--- config.mk ---
export PLATFORM = sky130hd
export DESIGN_NAME = ofs_fim_pcie_dm_rd_channel_sched
export DESIGN_NICKNAME = d
export VERILOG_FILES = /design/src/rtl/ofs_fim_pcie_dm_rd_channel_sched.sv
export SDC_FILE = /design/constraint.sdc
export NUM_CORES = 1
export LEC_CHECK = 0
export BUFFER_PORTS_ARGS = -buffer_cell sky130_fd_sc_hd__buf_2
export CAP_MARGIN = 20
export CORE_MARGIN = 5
export CORE_UTILIZATION = 50
export CTS_BUF_LIST = sky130_fd_sc_hd__clkbuf_8
export DETAILED_ROUTE_END_ITERATION = 10
export PLACE_DENSITY = 0.78
export SYNTH_ARGS = -nofsm -noshare
export SYNTH_HDL_FRONTEND = slang
export SYNTH_SLANG_ARGS = --single-unit
--- constraint.sdc ---
create_clock -name clk -period 1.71 [get_ports clk]
set_input_delay 0.342 -clock clk [delete_from_list [all_inputs] [get_ports clk]]
set_output_delay 0.342 -clock clk [all_outputs]
set_load 0.01 [all_outputs]
--- src/rtl/ofs_fim_pcie_dm_rd_channel_sched.sv ---
// Read-channel scheduler for the DM request splitter. Only one TX channel
// (A or B) may issue DM reads at a time. Before ownership can move to the
// other channel, every read in flight must retire on its final completion.
// This keeps split completions from the two channels from interleaving.
module ofs_fim_pcie_dm_rd_channel_sched #(
  parameter int MAX_OUTSTANDING = 64,
  parameter int SWITCH_HOLD     = 16,
  localparam int CNT_W  = $clog2(MAX_OUTSTANDING + 1),
  localparam int BRST_W = $clog2(SWITCH_HOLD + 1)
) (
  input  logic             clk,
  input  logic             rst,
  input  logic [1:0]       i_rd_req,
  output logic [1:0]       o_rd_allow,
  input  logic [1:0]       i_rd_fire,
  input  logic             i_cpl_done,
  output logic [1:0]       o_owner,
  output logic [CNT_W-1:0] o_outstanding,
  output logic             o_err
);

  typedef enum logic [1:0] {
    S_IDLE  = 2'd0,
    S_OWN   = 2'd1,
    S_DRAIN = 2'd2
  } state_t;

  localparam logic [CNT_W-1:0]  CNT_MAX  = CNT_W'(MAX_OUTSTANDING);
  localparam logic [BRST_W:0]   HOLD_EXT = (BRST_W + 1)'(SWITCH_HOLD);
  localparam logic [BRST_W-1:0] BRST_MAX = BRST_W'(SWITCH_HOLD);

  state_t            state, state_nxt;
  logic              owner, owner_nxt;          // 0 = A, 1 = B
  logic              last_owner, last_owner_nxt;
  logic [CNT_W-1:0]  count;
  logic [BRST_W-1:0] burst;
  logic              burst_clr;
  logic              err;

  logic              own_req, oth_req, own_fire, fire_any;
  logic              burst_hit, err_set;
  logic [1:0]        rd_allow;

  assign own_req  = i_rd_req[owner];
  assign oth_req  = i_rd_req[~owner];
  assign own_fire = i_rd_fire[owner];
  assign fire_any = |i_rd_fire;

  // The hold limit also counts an owner fire in the current cycle. The switch
  // then lands right after the SWITCH_HOLD-th read, and that read stays legal.
  assign burst_hit = (({1'b0, burst} + {{BRST_W{1'b0}}, own_fire}) >= HOLD_EXT);

  // Grant depends only on registered state, owner and count
  always_comb begin
    rd_allow = '0;
    if (state == S_OWN && count < CNT_MAX) begin
      rd_allow = owner ? 2'b10 : 2'b01;
    end
  end

  // Next-state, owner hand-off and burst-clear decode
  always_comb begin
    state_nxt      = state;
    owner_nxt      = owner;
    last_owner_nxt = last_owner;
    burst_clr      = 1'b0;
    unique case (state)
      S_IDLE: begin
        burst_clr = 1'b1;
        if (i_rd_req != 2'b00) begin
          state_nxt = S_OWN;
          owner_nxt = (i_rd_req == 2'b11) ? ~last_owner : i_rd_req[1];
        end
      end
      S_OWN: begin
        if (oth_req && (burst_hit || !own_req)) begin
          state_nxt = S_DRAIN;
        end else if (count == '0 && !own_req && !oth_req) begin
          state_nxt      = S_IDLE;
          last_owner_nxt = owner;
        end
      end
      S_DRAIN: begin
        if (count == '0) begin
          state_nxt      = S_OWN;
          owner_nxt      = ~owner;
          last_owner_nxt = owner;
          burst_clr      = 1'b1;
        end
      end
      default: state_nxt = S_IDLE;
    endcase
  end

  // State and ownership registers
  always_ff @(posedge clk or posedge rst) begin
    if (rst) begin
      state      <= S_IDLE;
      owner      <= 1'b0;
      last_owner <= 1'b1;
    end else begin
      state      <= state_nxt;
      owner      <= owner_nxt;
      last_owner <= last_owner_nxt;
    end
  end

  // Owner burst counter, saturating at the hold limit
  always_ff @(posedge clk or posedge rst) begin
    if (rst) begin
      burst <= '0;
    end else if (burst_clr) begin
      burst <= '0;
    end else if (state == S_OWN && own_fire && burst != BRST_MAX) begin
      burst <= burst + BRST_W'(1);
    end
  end

  // Reads in flight: +1 on a fire, -1 on a final completion, hold when both occur
  always_ff @(posedge clk or posedge rst) begin
    if (rst) begin
      count <= '0;
    end else if (fire_any && !i_cpl_done) begin
      if (count != CNT_MAX) count <= count + CNT_W'(1);
    end else if (!fire_any && i_cpl_done && count != '0) begin
      count <= count - CNT_W'(1);
    end
  end

  assign err_set = (|(i_rd_fire & ~rd_allow)) || (&i_rd_fire) ||
                   (i_cpl_done && !fire_any && count == '0);

  // Sticky protocol error
  always_ff @(posedge clk or posedge rst) begin
    if (rst) begin
      err <= 1'b0;
    end else if (err_set) begin
      err <= 1'b1;
    end
  end

  assign o_rd_allow    = rd_allow;
  assign o_owner       = (state == S_IDLE) ? 2'b00 : (owner ? 2'b10 : 2'b01);
  assign o_outstanding = count;
  assign o_err         = err;

endmodule

== Yosys cells after proc, flatten, opt, wreduce, memory -nomap -nowiden ==
Index checks and enable logic that the tools add are counted.

* Bits in registers: 17
* Memory bits (writable): 0
* Bits in read-only memories: 0
* Bits in latches: 0
* Word-level logic and storage cells: 90
* Output and inout port bits: 12
* Input bits: 7
* Memories kept: 0

* Reduce and logical (&&, ||, !) cells: 32
* Divide/modulo/power cells: 0
* Mux-type cells: 29
* Add/subtract/negate cells: 4
* Shift operators: 0
* Bitwise operators: 4
* Multiply operators: 0
* Equal/unequal tests: 11
* Magnitude comparators: 4

{| class="wikitable"
|+ Operator list
! operator !! number
|-
| $mux 7 || 3
|-
| $mux 2 || 7
|-
| $mux 1 || 13
|-
| $logic_and 1x1->1 || 10
|-
| $mux 5 || 2
|-
| $reduce_bool 2->1 || 5
|-
| $add 7x1->7 const B || 1
|-
| $logic_not 7->1 || 1
|-
| $lt 7x7->1 const B || 1
|-
| $ne 7x7->1 const B || 1
|-
| $reduce_bool 7->1 || 1
|-
| $sub 7x1->7 const B || 1
|-
| $add 5x1->6 || 1
|-
| $ge 6x5->1 const B || 1
|-
| $ne 2x2->1 const B || 3
|-
| $pmux 1 s2 || 3
|-
| $pmux 2 s3 || 1
|-
| $reduce_and 3->1 || 2
|-
| $add 5x1->5 const B || 1
|-
| $ne 5x5->1 const B || 1
|-
| $eq 2x2->1 const B || 2
|-
| $logic_not 1->1 || 4
|-
| $lt 1x2->1 const B || 2
|-
| $ne 2x1->1 const B || 2
|-
| 10 further kinds || 15
|}

== Longest topological paths before layout ==
Gate-level depths: netlist of run 1.

* Depth after elaboration: 8
* Mapped depth: 8

== Worst setup path after synthesis of run 1 ==
OpenSTA, ideal clock, no wires.

* Kind: input-to-reg
* Start: input i_rd_fire[0]
* End: register count[6], in the netlist o_outstanding[6]
* Setup slack: -341 ps
* Cell stages on the path: 8
* Arrival time: 1,972 ps
* Path buffers: 0
* Data required time: 1,631 ps
* Cells stage by stage: o21bai_2 > inv_1 > fa_1 > nor2b_1 > o31a_1 > nor4_1 > a2111oi_2 > xor2_1

* Word-level cells in the longest chain between the ends: 6
* Elaborated cells on any way between the ends: 9
* Classes of those cells: eq/ne: 1; mux: 1; reduce/logical: 7

{| class="wikitable"
|+ RTL lines
! element !! line !! RTL
|-
| from (decl) || 15 || <nowiki>input logic [1:0] i_rd_fire,</nowiki>
|-
| $reduce_or 2->1 * || 47 || <nowiki>assign fire_any = |i_rd_fire;</nowiki>
|-
| $logic_not 1->1 || 125 || <nowiki>end else if (!fire_any && i_cpl_done && count != '0) begin</nowiki>
|-
| $logic_and 1x1->1 (2 in a row) || 125 ||
|-
| $reduce_bool 2->1 (no line) || n/a ||
|-
| $reduce_and 2->1 (no line) || n/a ||
|-
| to (signal assigned) || 124 || <nowiki>if (count != CNT_MAX) count <= count + CNT_W'(1);</nowiki>
|-
| to (signal assigned) || 126 || <nowiki>count <= count - CNT_W'(1);</nowiki>
|-
| to (decl) || 35 || <nowiki>logic [CNT_W-1:0] count;</nowiki>
|}

Mark *: on every way between the ends. The rest lies on a longest branch, timed or not.
A chain may end at the register's enable or synchronous reset.

== Final worst setup path of run 1 ==
* Start: register count[2], in the netlist o_outstanding[2]
* End: register count[6], in the netlist o_outstanding[6]

* Word-level cells in the longest chain between the ends: 4
* Elaborated cells on any way between the ends: 11
* Classes of those cells: add/sub: 2; eq/ne: 2; mux: 3; reduce/logical: 4

{| class="wikitable"
|+ RTL lines
! element
|-
| parallel branches: the longest is 4 deep, another holds $sub 7x1->7
|}

Several ways; the timed one is not identified. The select of a mux whose other input is x is not followed.

==> impl_metrics.json, run 1 <==
{
  "result_of_the_run": "finished, violations left",
  "violations": "negative setup slack",
  "routedWlPerCell_microns": 14.97,
  "drt_iter0_drc": 22,
  "worstPathMaxFanout": 3,
  "timing.slew.headroom": 0.5477,
  "synthFlopType": "sky130_fd_sc_hd__dfrtp_1",
  "average_cell_area_after_synthesis_sq_um": 8.952,
  "worstSkewPairLatency_ns": 0.26,
  "most-common-layout-cells": "23 x sky130_fd_sc_hd__buf_4, 16 x sky130_fd_sc_hd__buf_2, 14 x sky130_fd_sc_hd__dfrtp_1",
  "reg2reg_from": "o_outstanding[2]",
  "die_height_microns": 59.35,
  "die_footprint_sq_um": 3522,
  "post_synthesis_net_count": 151,
  "firstDrtPassIters": 4,
  "fmaxAchievable_mhz": 570.9,
  "ioPinCount": 19,
  "fin_nets": 194,
  "timing_worst_slew_pin_value_ns": 0.6776,
  "antenna_cells": 0,
  "post-synth-top-area-cell": "sky130_fd_sc_hd__dfrtp_1",
  "worst_setup_path_end_kind": "flip-flop",
  "p_leak_uw": 0.0007426,
  "layout-drive-gt1-share": 0.3820,
  "yosys-top-cells-area": "sky130_fd_sc_hd__dfrtp_1 33%, sky130_fd_sc_hd__ha_1 7.2%, sky130_fd_sc_hd__o21ai_1 5.3%",
  "cts_tree": "yes",
  "total_power_divided_by_cell_area_nw_per_um2": 1722,
  "drv_slew": 0,
  "fin_setup_tns_ns": -0.04158,
  "hold_path_class": "in -> async",
  "rsz_0062_raised_after_global_routing": "yes",
  "ant_nets": 0,
  "grt_start_max_net_pins": 18,
  "cts-htree-levels": 1,
  "via_per_inst": 5.869,
  "synth_edf_count": 0,
  "cts_inserted_buffers": 3,
  "clock-sinks": 17,
  "grt-ovfl-total": 0,
  "synthDistinctLibCells": 47,
  "setup_viol_count_final": 1,
  "grt_util_all_layers": 0.1961,
  "worst_ir_drop_vdd_v": 0.001234,
  "gp_congestion": 0.7898,
  "place.port_buffers": 18,
  "placed_cell_area_sq_um": 1518,
  "min_period_ns": 1.752,
  "clockRootBuffer": "sky130_fd_sc_hd__clkbuf_8",
  "final.setup_skew_ns": 0.003420,
  "timing.final.hold_violations": 0,
  "cts_clock_pin_slew_for_the_worst_setup_and_hold_paths_ns": 0.07,
  "synth-warning-count": 0,
  "total_via_count_after_detailed_routing": 1209,
  "clk_path_buf_depth": 2,
  "detail_route.wirelength_microns": 3084,
  "synth_largest_type_area_fraction": 0.3289,
  "most_common_cell_after_layout_fill_and_taps_aside": "sky130_fd_sc_hd__buf_4",
  "timing.rr.end": "o_outstanding[6]",
  "area.growth.synth_to_final_pct": 32.58,
  "period_share": 1.024,
  "critPathKind": "reg -> reg",
  "worstSetupStartpointType": "flip-flop",
  "synth.yosys.seq_area_share": 0.3505,
  "synth.ff_latch_count": 17,
  "first_global_vias": 1142,
  "core-area_sq_um": 2276,
  "netlist_instances": 136,
  "grt_pass1_wl_microns": 5168,
  "final.fill_count": 163,
  "grt_antenna_before_repair": 0,
  "std_cell_rows": 17,
  "syn_area_sq_um": 1217,
  "layout.cell_area.non_filler_sq_um": 1614,
  "initial_core_util": 0.5349,
  "worst-endpoint-required_ns": 1.89,
  "detail_route.drc_violations": 0,
  "postLayoutSetupSlackWorst_ns": -0.04158,
  "synthArstFlopShare": 1.000,
  "max_cap_viol_count": 0,
  "post-dp-hpwl_microns": 2285,
  "cp_data_arrival_time_ns": 1.93,
  "worst-r2r-setup-slack_ns": -0.04,
  "holdBufCountCts": 0,
  "die_wd_microns": 59.35,
  "worstRegToRegCells": 5,
  "power.total_uw": 2779
}
routing by layer:
layer  track usage  vias to the layer above  part of all wire
met4       0.07120                        0             0.014
met5             0                        -                 0
met1        0.2480                      591              0.45
met3       0.04575                        4             0.061
met2        0.3229                       38              0.48
li1              -                      576                 -
repair_timing:
item / in CTS / in global routing
pin swaps: 1 / 2
gates resized for setup: 8 / 6
setup endpoints to repair: 5 / 13
buffers inserted: 0 / 2
cell type report:
| cell class | instances | area (sq um) | area share |
|---|---|---|---|
| multi-input cells | 106 | 783.3 | 0.4853 |
| repair buffers | 42 | 286.5 | 0.1775 |
| well taps | 28 | 35.03 | 0.02171 |
| flip-flops and latches | 17 | 429.2 | 0.2659 |
| clock inverters | 1 | 5.005 | 0.003101 |
| clock buffers | 3 | 41.29 | 0.02558 |
| inverters | 9 | 33.78 | 0.02093 |
cell usage after synthesis, types with 2 or more instances:
cell type                  instances
sky130_fd_sc_hd__a31oi_1           2
sky130_fd_sc_hd__nor2_1           12
sky130_fd_sc_hd__nor2b_1           3
sky130_fd_sc_hd__ha_1              7
sky130_fd_sc_hd__o31ai_1           2
sky130_fd_sc_hd__a211oi_1          2
sky130_fd_sc_hd__and2_1            3
sky130_fd_sc_hd__a22o_1            2
sky130_fd_sc_hd__a21oi_1           5
sky130_fd_sc_hd__nand2b_1          3
sky130_fd_sc_hd__xor2_1            4
sky130_fd_sc_hd__o21ai_0           4
sky130_fd_sc_hd__nand2_1          13
sky130_fd_sc_hd__or3_1             2
sky130_fd_sc_hd__nor3_1            4
sky130_fd_sc_hd__clkbuf_1          3
sky130_fd_sc_hd__inv_1             8
sky130_fd_sc_hd__o21ai_1          13
sky130_fd_sc_hd__dfrtp_1          16
through the flow:
stage	hold slack, ns	utilization	instances	worst slack, ns
after floorplan	0.2673	-	136	-0.1560
after global placement	0.4671	0.6669	200	-0.2988
after detailed placement	0.4758	0.6669	200	-0.3664
after CTS	0.1986	0.6949	204	-0.07735
after global routing	0.2274	0.7092	206	-0.1369
final	0.1735	0.7092	206	-0.04158
worst max-delay path, stage by stage, from the launching register on:
cell	delay [ns]
sky130_fd_sc_hd__dfrtp_2	0.46
sky130_fd_sc_hd__ha_4	0.25
sky130_fd_sc_hd__nor2b_2	0.15
sky130_fd_sc_hd__o31a_1	0.29
sky130_fd_sc_hd__a2111oi_2	0.35
sky130_fd_sc_hd__xor2_1	0.17
kinds of logic (layout without fill, tap and decap cells):
family	count (synthesis)	after routing	synth area share
xor gates and xnor gates	5	5	0.03597
DFF	17	17	0.3505
AOI/OAI and AO/OA	43	43	0.2487
adders and majority gates	8	8	0.08838
buffers and inverters	13	55	0.04317
muxes	2	2	0.02055
and+or+nand+nor	48	48	0.2128
flip-flops by register name, indices dropped and copies added (netlist names):
register	count
burst	5
o_outstanding	7
o_err	1
state	2
last_owner	1
owner	1
where the power goes:
part	leakage, uW	total, uW	switching (uW)	internal (uW)
registers	0.000205	743	188	555
clock network	0.0000255	315	153	162
logic	0.000512	1720	886	836
worst max path at each step:
stage                     slack (ns)              from  cells after the start          endpoint
after floorplan                -0.16      i_rd_fire[1]                      7  o_outstanding[6]
after global placement         -0.30      i_rd_fire[1]                      9  o_outstanding[6]
final                          -0.04  o_outstanding[2]                      5  o_outstanding[6]
after detailed placement       -0.37      i_rd_fire[1]                      9  o_outstanding[6]
after global routing           -0.14      i_rd_fire[1]                      9  o_outstanding[6]
after CTS                      -0.08  o_outstanding[2]                      5  o_outstanding[6]
Power figures use the tool's default switching activity.
==> inputs of run 2 (changes only) <==
Settings changed: TNS_END_PERCENT from default to 30.
==> impl_metrics.json, run 2 (synthesis results as in run 1) <==
{
  "result_of_the_run": "finished, violations left",
  "violations": "negative setup slack",
  "core-area_sq_um": 2276,
  "clock-sinks": 17,
  "initial_core_util": 0.5349,
  "power.total_uw": 2759,
  "clk_path_buf_depth": 2,
  "timing.rr.end": "o_outstanding[6]",
  "die_height_microns": 59.35,
  "grt_util_all_layers": 0.1961,
  "fin_nets": 193,
  "worstSkewPairLatency_ns": 0.26,
  "grt_antenna_before_repair": 0,
  "routedWlPerCell_microns": 14.99,
  "most_common_cell_after_layout_fill_and_taps_aside": "sky130_fd_sc_hd__buf_4",
  "worst_ir_drop_vdd_v": 0.001235,
  "layout.cell_area.non_filler_sq_um": 1605,
  "timing_worst_slew_pin_value_ns": 0.6806,
  "drt_iter0_drc": 22,
  "rsz_0062_raised_after_global_routing": "yes",
  "period_share": 1.025,
  "worstPathMaxFanout": 7,
  "hold_path_class": "in -> async",
  "most-common-layout-cells": "22 x sky130_fd_sc_hd__buf_4, 16 x sky130_fd_sc_hd__buf_2, 15 x sky130_fd_sc_hd__dfrtp_1",
  "cpLargestDelayFamily": "compound AO/OA/AOI/OAI gates",
  "worst_setup_path_end_kind": "flip-flop",
  "combinationalPowerShare": 0.619,
  "reg2reg_from": "o_outstanding[2]",
  "grt_start_max_net_pins": 18,
  "internal_portion_of_total_power_uw": 1538,
  "min_period_ns": 1.753,
  "ant_nets": 0,
  "gp_congestion": 0.7898,
  "antenna_cells": 0,
  "fmaxAchievable_mhz": 570.5,
  "p_sw_uw": 1221,
  "std_cell_rows": 17,
  "final_core_util": 0.7053,
  "slowest_stage": "sky130_fd_sc_hd__fa_2",
  "final.fill_count": 168,
  "p_leak_uw": 0.0007389,
  "sw_frac_of_total": 0.4426,
  "die_footprint_sq_um": 3522,
  "final-instance-count-excl-fill": 205,
  "area.growth.synth_to_final_pct": 31.86,
  "cts_inserted_buffers": 3,
  "worst-endpoint-required_ns": 1.89,
  "max_cap_viol_count": 0,
  "cts-htree-levels": 1,
  "first_global_vias": 1143,
  "via_per_inst": 5.834,
  "holdBufCountCts": 0,
  "post-dp-hpwl_microns": 2285,
  "placed_cell_area_sq_um": 1518,
  "critPathKind": "in -> reg",
  "layout-drive-gt1-share": 0.3729,
  "grt-ovfl-total": 0,
  "worst-r2r-setup-slack_ns": -0.04,
  "largest_register_ffs": 7,
  "worstRegToRegCells": 5,
  "cts_clock_pin_slew_for_the_worst_setup_and_hold_paths_ns": 0.07,
  "power_frac_seq": 0.268,
  "final.setup_skew_ns": 0.003652,
  "max_stage_delay_ns": 0.35,
  "timing.final.hold_violations": 0,
  "cts_tree": "yes",
  "crit_path_cells": "buf_6 > o21bai_4 > inv_2 > fa_2 > nor2b_2 > o31a_1 > nor4_2 > a2111oi_2 > xor2_1",
  "grt_pass1_wl_microns": 5175,
  "fin_setup_tns_ns": -0.04277,
  "setup_viol_count_final": 1,
  "worstSetupStartpointType": "primary input",
  "place.port_buffers": 18,
  "drv_slew": 0,
  "total_via_count_after_detailed_routing": 1196,
  "cp_data_arrival_time_ns": 1.93,
  "die_wd_microns": 59.35,
  "clockRootBuffer": "sky130_fd_sc_hd__clkbuf_8",
  "detail_route.drc_violations": 0,
  "firstDrtPassIters": 4,
  "number_of_buffer_and_inverter_stages_on_the_critical_path": 2,
  "ioPinCount": 19,
  "post-place-cells": 200,
  "timing.slew.headroom": 0.5458,
  "postLayoutSetupSlackWorst_ns": -0.04277,
  "total_power_divided_by_cell_area_nw_per_um2": 1719,
  "detail_route.wirelength_microns": 3073,
  "power.share.clock": 0.113
}
[run 2: metrics by stage]
| stage | setup slack [ns] | hold slack, ns |
|---|---|---|
| floorplan | -0.1560 | 0.2673 |
| global placement | -0.2988 | 0.4671 |
| detailed placement | -0.3664 | 0.4758 |
| CTS | -0.07735 | 0.1986 |
| global route | -0.1369 | 0.2275 |
| finish | -0.04277 | 0.1761 |
[run 2: timing repair]
item                                   4_1_cts  5_1_grt
buffers inserted                             0        1
gates resized for setup                      8        5
endpoints found under the hold margin        0        0
cloned                                       0        0
pin swaps                                    0        2
setup endpoints to repair                    5       14
[run 2: worst register-to-register path, stage by stage (launching register included)]
cell	delay, ns
sky130_fd_sc_hd__dfrtp_2	0.46
sky130_fd_sc_hd__ha_4	0.26
sky130_fd_sc_hd__nor2b_2	0.15
sky130_fd_sc_hd__o31a_1	0.29
sky130_fd_sc_hd__a2111oi_2	0.35
sky130_fd_sc_hd__xor2_1	0.17
[run 2: final cells by class]
class                      instances  area, sq um  share of cell area
timing repair buffer              41        279.0              0.1738
inverter                           9        33.78             0.02104
clock buffer                       3        41.29             0.02572
tap                               28        35.03             0.02182
multi-input combinational        106        783.3              0.4879
sequential                        17        427.9              0.2666
clock inverter                     1        5.005            0.003118
[run 2: worst max-delay path by stage]
stage | from | endpoint | slack [ns] | depth (start not counted)
2_1_floorplan | i_rd_fire[1] | o_outstanding[6] | -0.16 | 7
3_3_place_gp | i_rd_fire[1] | o_outstanding[6] | -0.30 | 9
5_1_grt | i_rd_fire[1] | o_outstanding[6] | -0.14 | 9
6_report | i_rd_fire[1] | o_outstanding[6] | -0.04 | 9
3_5_place_dp | i_rd_fire[1] | o_outstanding[6] | -0.37 | 9
4_1_cts | o_outstanding[2] | o_outstanding[6] | -0.08 | 5
[run 2: power by group through the flow]
| stage | Combinational (uW) | Clock [uW] | Sequential, uW |
|---|---|---|---|
| floorplan | 967 | 0 | 763 |
| global placement | 1550 | 0 | 723 |
| detailed placement | 1620 | 0 | 733 |
| CTS | 1660 | 314 | 735 |
| global route | 1890 | 340 | 757 |
| finish | 1710 | 312 | 740 |
[run 2: metal layers]
metal,global-route usage,wire (microns),up-vias
met5,0,0,-
met4,0.07120,42,0
met3,0.04575,155,4
met2,0.3229,1463,34
met1,0.2480,1412,583
li1,-,-,575
==> inputs of run 3 (changes only) <==
Settings changed: BUFFER_PORTS_ARGS -buffer_cell sky130_fd_sc_hd__buf_2 to -buffer_cell sky130_fd_sc_hd__clkbuf_2.
==> impl_metrics.json, run 3 (synthesis results as in run 1) <==
{
  "cts-htree-levels": 1,
  "holdBufCountCts": 0,
  "placed_cell_area_sq_um": 1540,
  "setup_viol_count_final": 12,
  "min_period_ns": 1.864,
  "critPathKind": "in -> reg",
  "timing.slew.headroom": 0.5423,
  "detail_route.wirelength_microns": 3910,
  "postLayoutSetupSlackWorst_ns": -0.1544,
  "die_wd_microns": 59.35,
  "final.setup_skew_ns": 0.001250,
  "cts_clock_pin_slew_for_the_worst_setup_and_hold_paths_ns": 0.07,
  "grt-ovfl-total": 0,
  "rsz_0062_raised_after_global_routing": "yes",
  "fmaxAchievable_mhz": 536.4,
  "firstDrtPassIters": 4,
  "place.port_buffers": 18,
  "worst-r2r-setup-slack_ns": -0.12,
  "drv_slew": 0,
  "total_via_count_after_detailed_routing": 1333,
  "routedWlPerCell_microns": 17.85,
  "die_footprint_sq_um": 3522,
  "timing.final.hold_violations": 0,
  "area.growth.synth_to_final_pct": 50.46,
  "max_cap_viol_count": 0,
  "cp_data_arrival_time_ns": 2.05,
  "core-area_sq_um": 2276,
  "most-common-layout-cells": "32 x sky130_fd_sc_hd__buf_4, 17 x sky130_fd_sc_hd__clkbuf_2, 14 x sky130_fd_sc_hd__dfrtp_1",
  "worstPathMaxFanout": 5,
  "layout.cell_area.non_filler_sq_um": 1832,
  "first_global_vias": 1311,
  "detail_route.drc_violations": 0,
  "antenna_cells": 0,
  "worstRegToRegCells": 8,
  "timing.rr.end": "last_owner",
  "cts_tree": "yes",
  "fin_nets": 207,
  "grt_antenna_before_repair": 0,
  "power.total_uw": 3203,
  "violations": "negative setup slack",
  "worst-endpoint-required_ns": 1.89,
  "timing_worst_slew_pin_value_ns": 0.6858,
  "worstSetupStartpointType": "primary input",
  "p_leak_uw": 0.0008452,
  "worst_ir_drop_vdd_v": 0.001402,
  "reg2reg_from": "o_outstanding[2]",
  "largest_register_ffs": 7,
  "final_core_util": 0.8048,
  "via_per_inst": 6.087,
  "post-dp-hpwl_microns": 2275,
  "drt_iter0_drc": 62,
  "total_power_divided_by_cell_area_nw_per_um2": 1749,
  "result_of_the_run": "finished, violations left",
  "layout-drive-gt1-share": 0.4660,
  "ioPinCount": 19,
  "grt_util_all_layers": 0.2298,
  "cts_inserted_buffers": 3,
  "grt_start_max_net_pins": 18,
  "most_common_cell_after_layout_fill_and_taps_aside": "sky130_fd_sc_hd__buf_4",
  "worstSkewPairLatency_ns": 0.26,
  "std_cell_rows": 17,
  "worst_setup_slack_post_dpl_ns": -0.4009,
  "grt_pass1_wl_microns": 6147,
  "hold_path_class": "in -> async",
  "ant_nets": 0,
  "initial_core_util": 0.5349,
  "final-instance-count-excl-fill": 219,
  "worst_setup_path_end_kind": "flip-flop",
  "die_height_microns": 59.35,
  "post-place-cells": 203,
  "clock-sinks": 17,
  "clk_path_buf_depth": 2,
  "period_share": 1.090,
  "clockRootBuffer": "sky130_fd_sc_hd__clkbuf_8",
  "gp_congestion": 0.7981
}
==> run 3: changes by cell type in the layout (fill, tap and decap cells not counted), moves of 2 or more <==
cell                       delta
sky130_fd_sc_hd__clkbuf_2    +17
sky130_fd_sc_hd__buf_4       +10
sky130_fd_sc_hd__nor2_1       -2
sky130_fd_sc_hd__buf_2       -16
==> run 3: cell type report <==
class	instances	area, sq um
inverter	9	33.78
tap	28	35.03
clock buffer	3	41.29
timing repair buffer	55	404.1
fill	121	444.2
clock inverter	1	5.005
sequential	17	429.2
multi-input combinational	106	883.3
==> run 3: routing by layer <==
layer / wire length (microns) / global-route usage / part of all wire
met1: 1540 / 0.2786 / 0.39
met2: 1951 / 0.3994 / 0.50
met3: 297 / 0.05882 / 0.076
met4: 121 / 0.06149 / 0.031
met5: 0 / 0 / 0
==> run 3: worst max-delay path: stages <==
cell and delay [ns]:
sky130_fd_sc_hd__clkbuf_8 0.12, sky130_fd_sc_hd__o21bai_4 0.22, sky130_fd_sc_hd__buf_6 0.14, sky130_fd_sc_hd__ha_4 0.19, sky130_fd_sc_hd__nor2b_4 0.12, sky130_fd_sc_hd__o31a_1 0.30
sky130_fd_sc_hd__buf_6 0.15, sky130_fd_sc_hd__a2111oi_4 0.29, sky130_fd_sc_hd__xor2_1 0.18
==> run 3: power by group <==
group	total [uW]	switching [uW]	internal, uW
registers	744	189	554
logic	2140	1080	1060
clock network	321	158	162
==> run 3: worst max-delay path by stage <==
stage	cells after the start	startpoint	endpoint
global route	9	i_cpl_done	o_outstanding[6]
detailed placement	9	i_rd_fire[1]	o_outstanding[6]
floorplan	7	i_rd_fire[1]	o_outstanding[6]
CTS	9	i_rd_fire[0]	o_outstanding[6]
finish	9	i_rd_fire[0]	o_outstanding[6]
global placement	9	i_rd_fire[1]	o_outstanding[6]
==> run 3: through the flow <==
| step | setup TNS [ns] | hold slack, ns |
|---|---|---|
| detailed placement | -0.8799 | 0.4544 |
| finish | -1.090 | 0.1586 |
| global route | -2.000 | 0.2258 |
| CTS | -0.3081 | 0.1771 |
| global placement | -0.6455 | 0.4511 |
| floorplan | -0.1560 | 0.2673 |
==> run 3: repair_timing <==
action                     4_1_cts  5_1_grt
buffers inserted                 9        3
setup endpoints to repair        7       16
pin swaps                       13       12
resized for setup               17       13
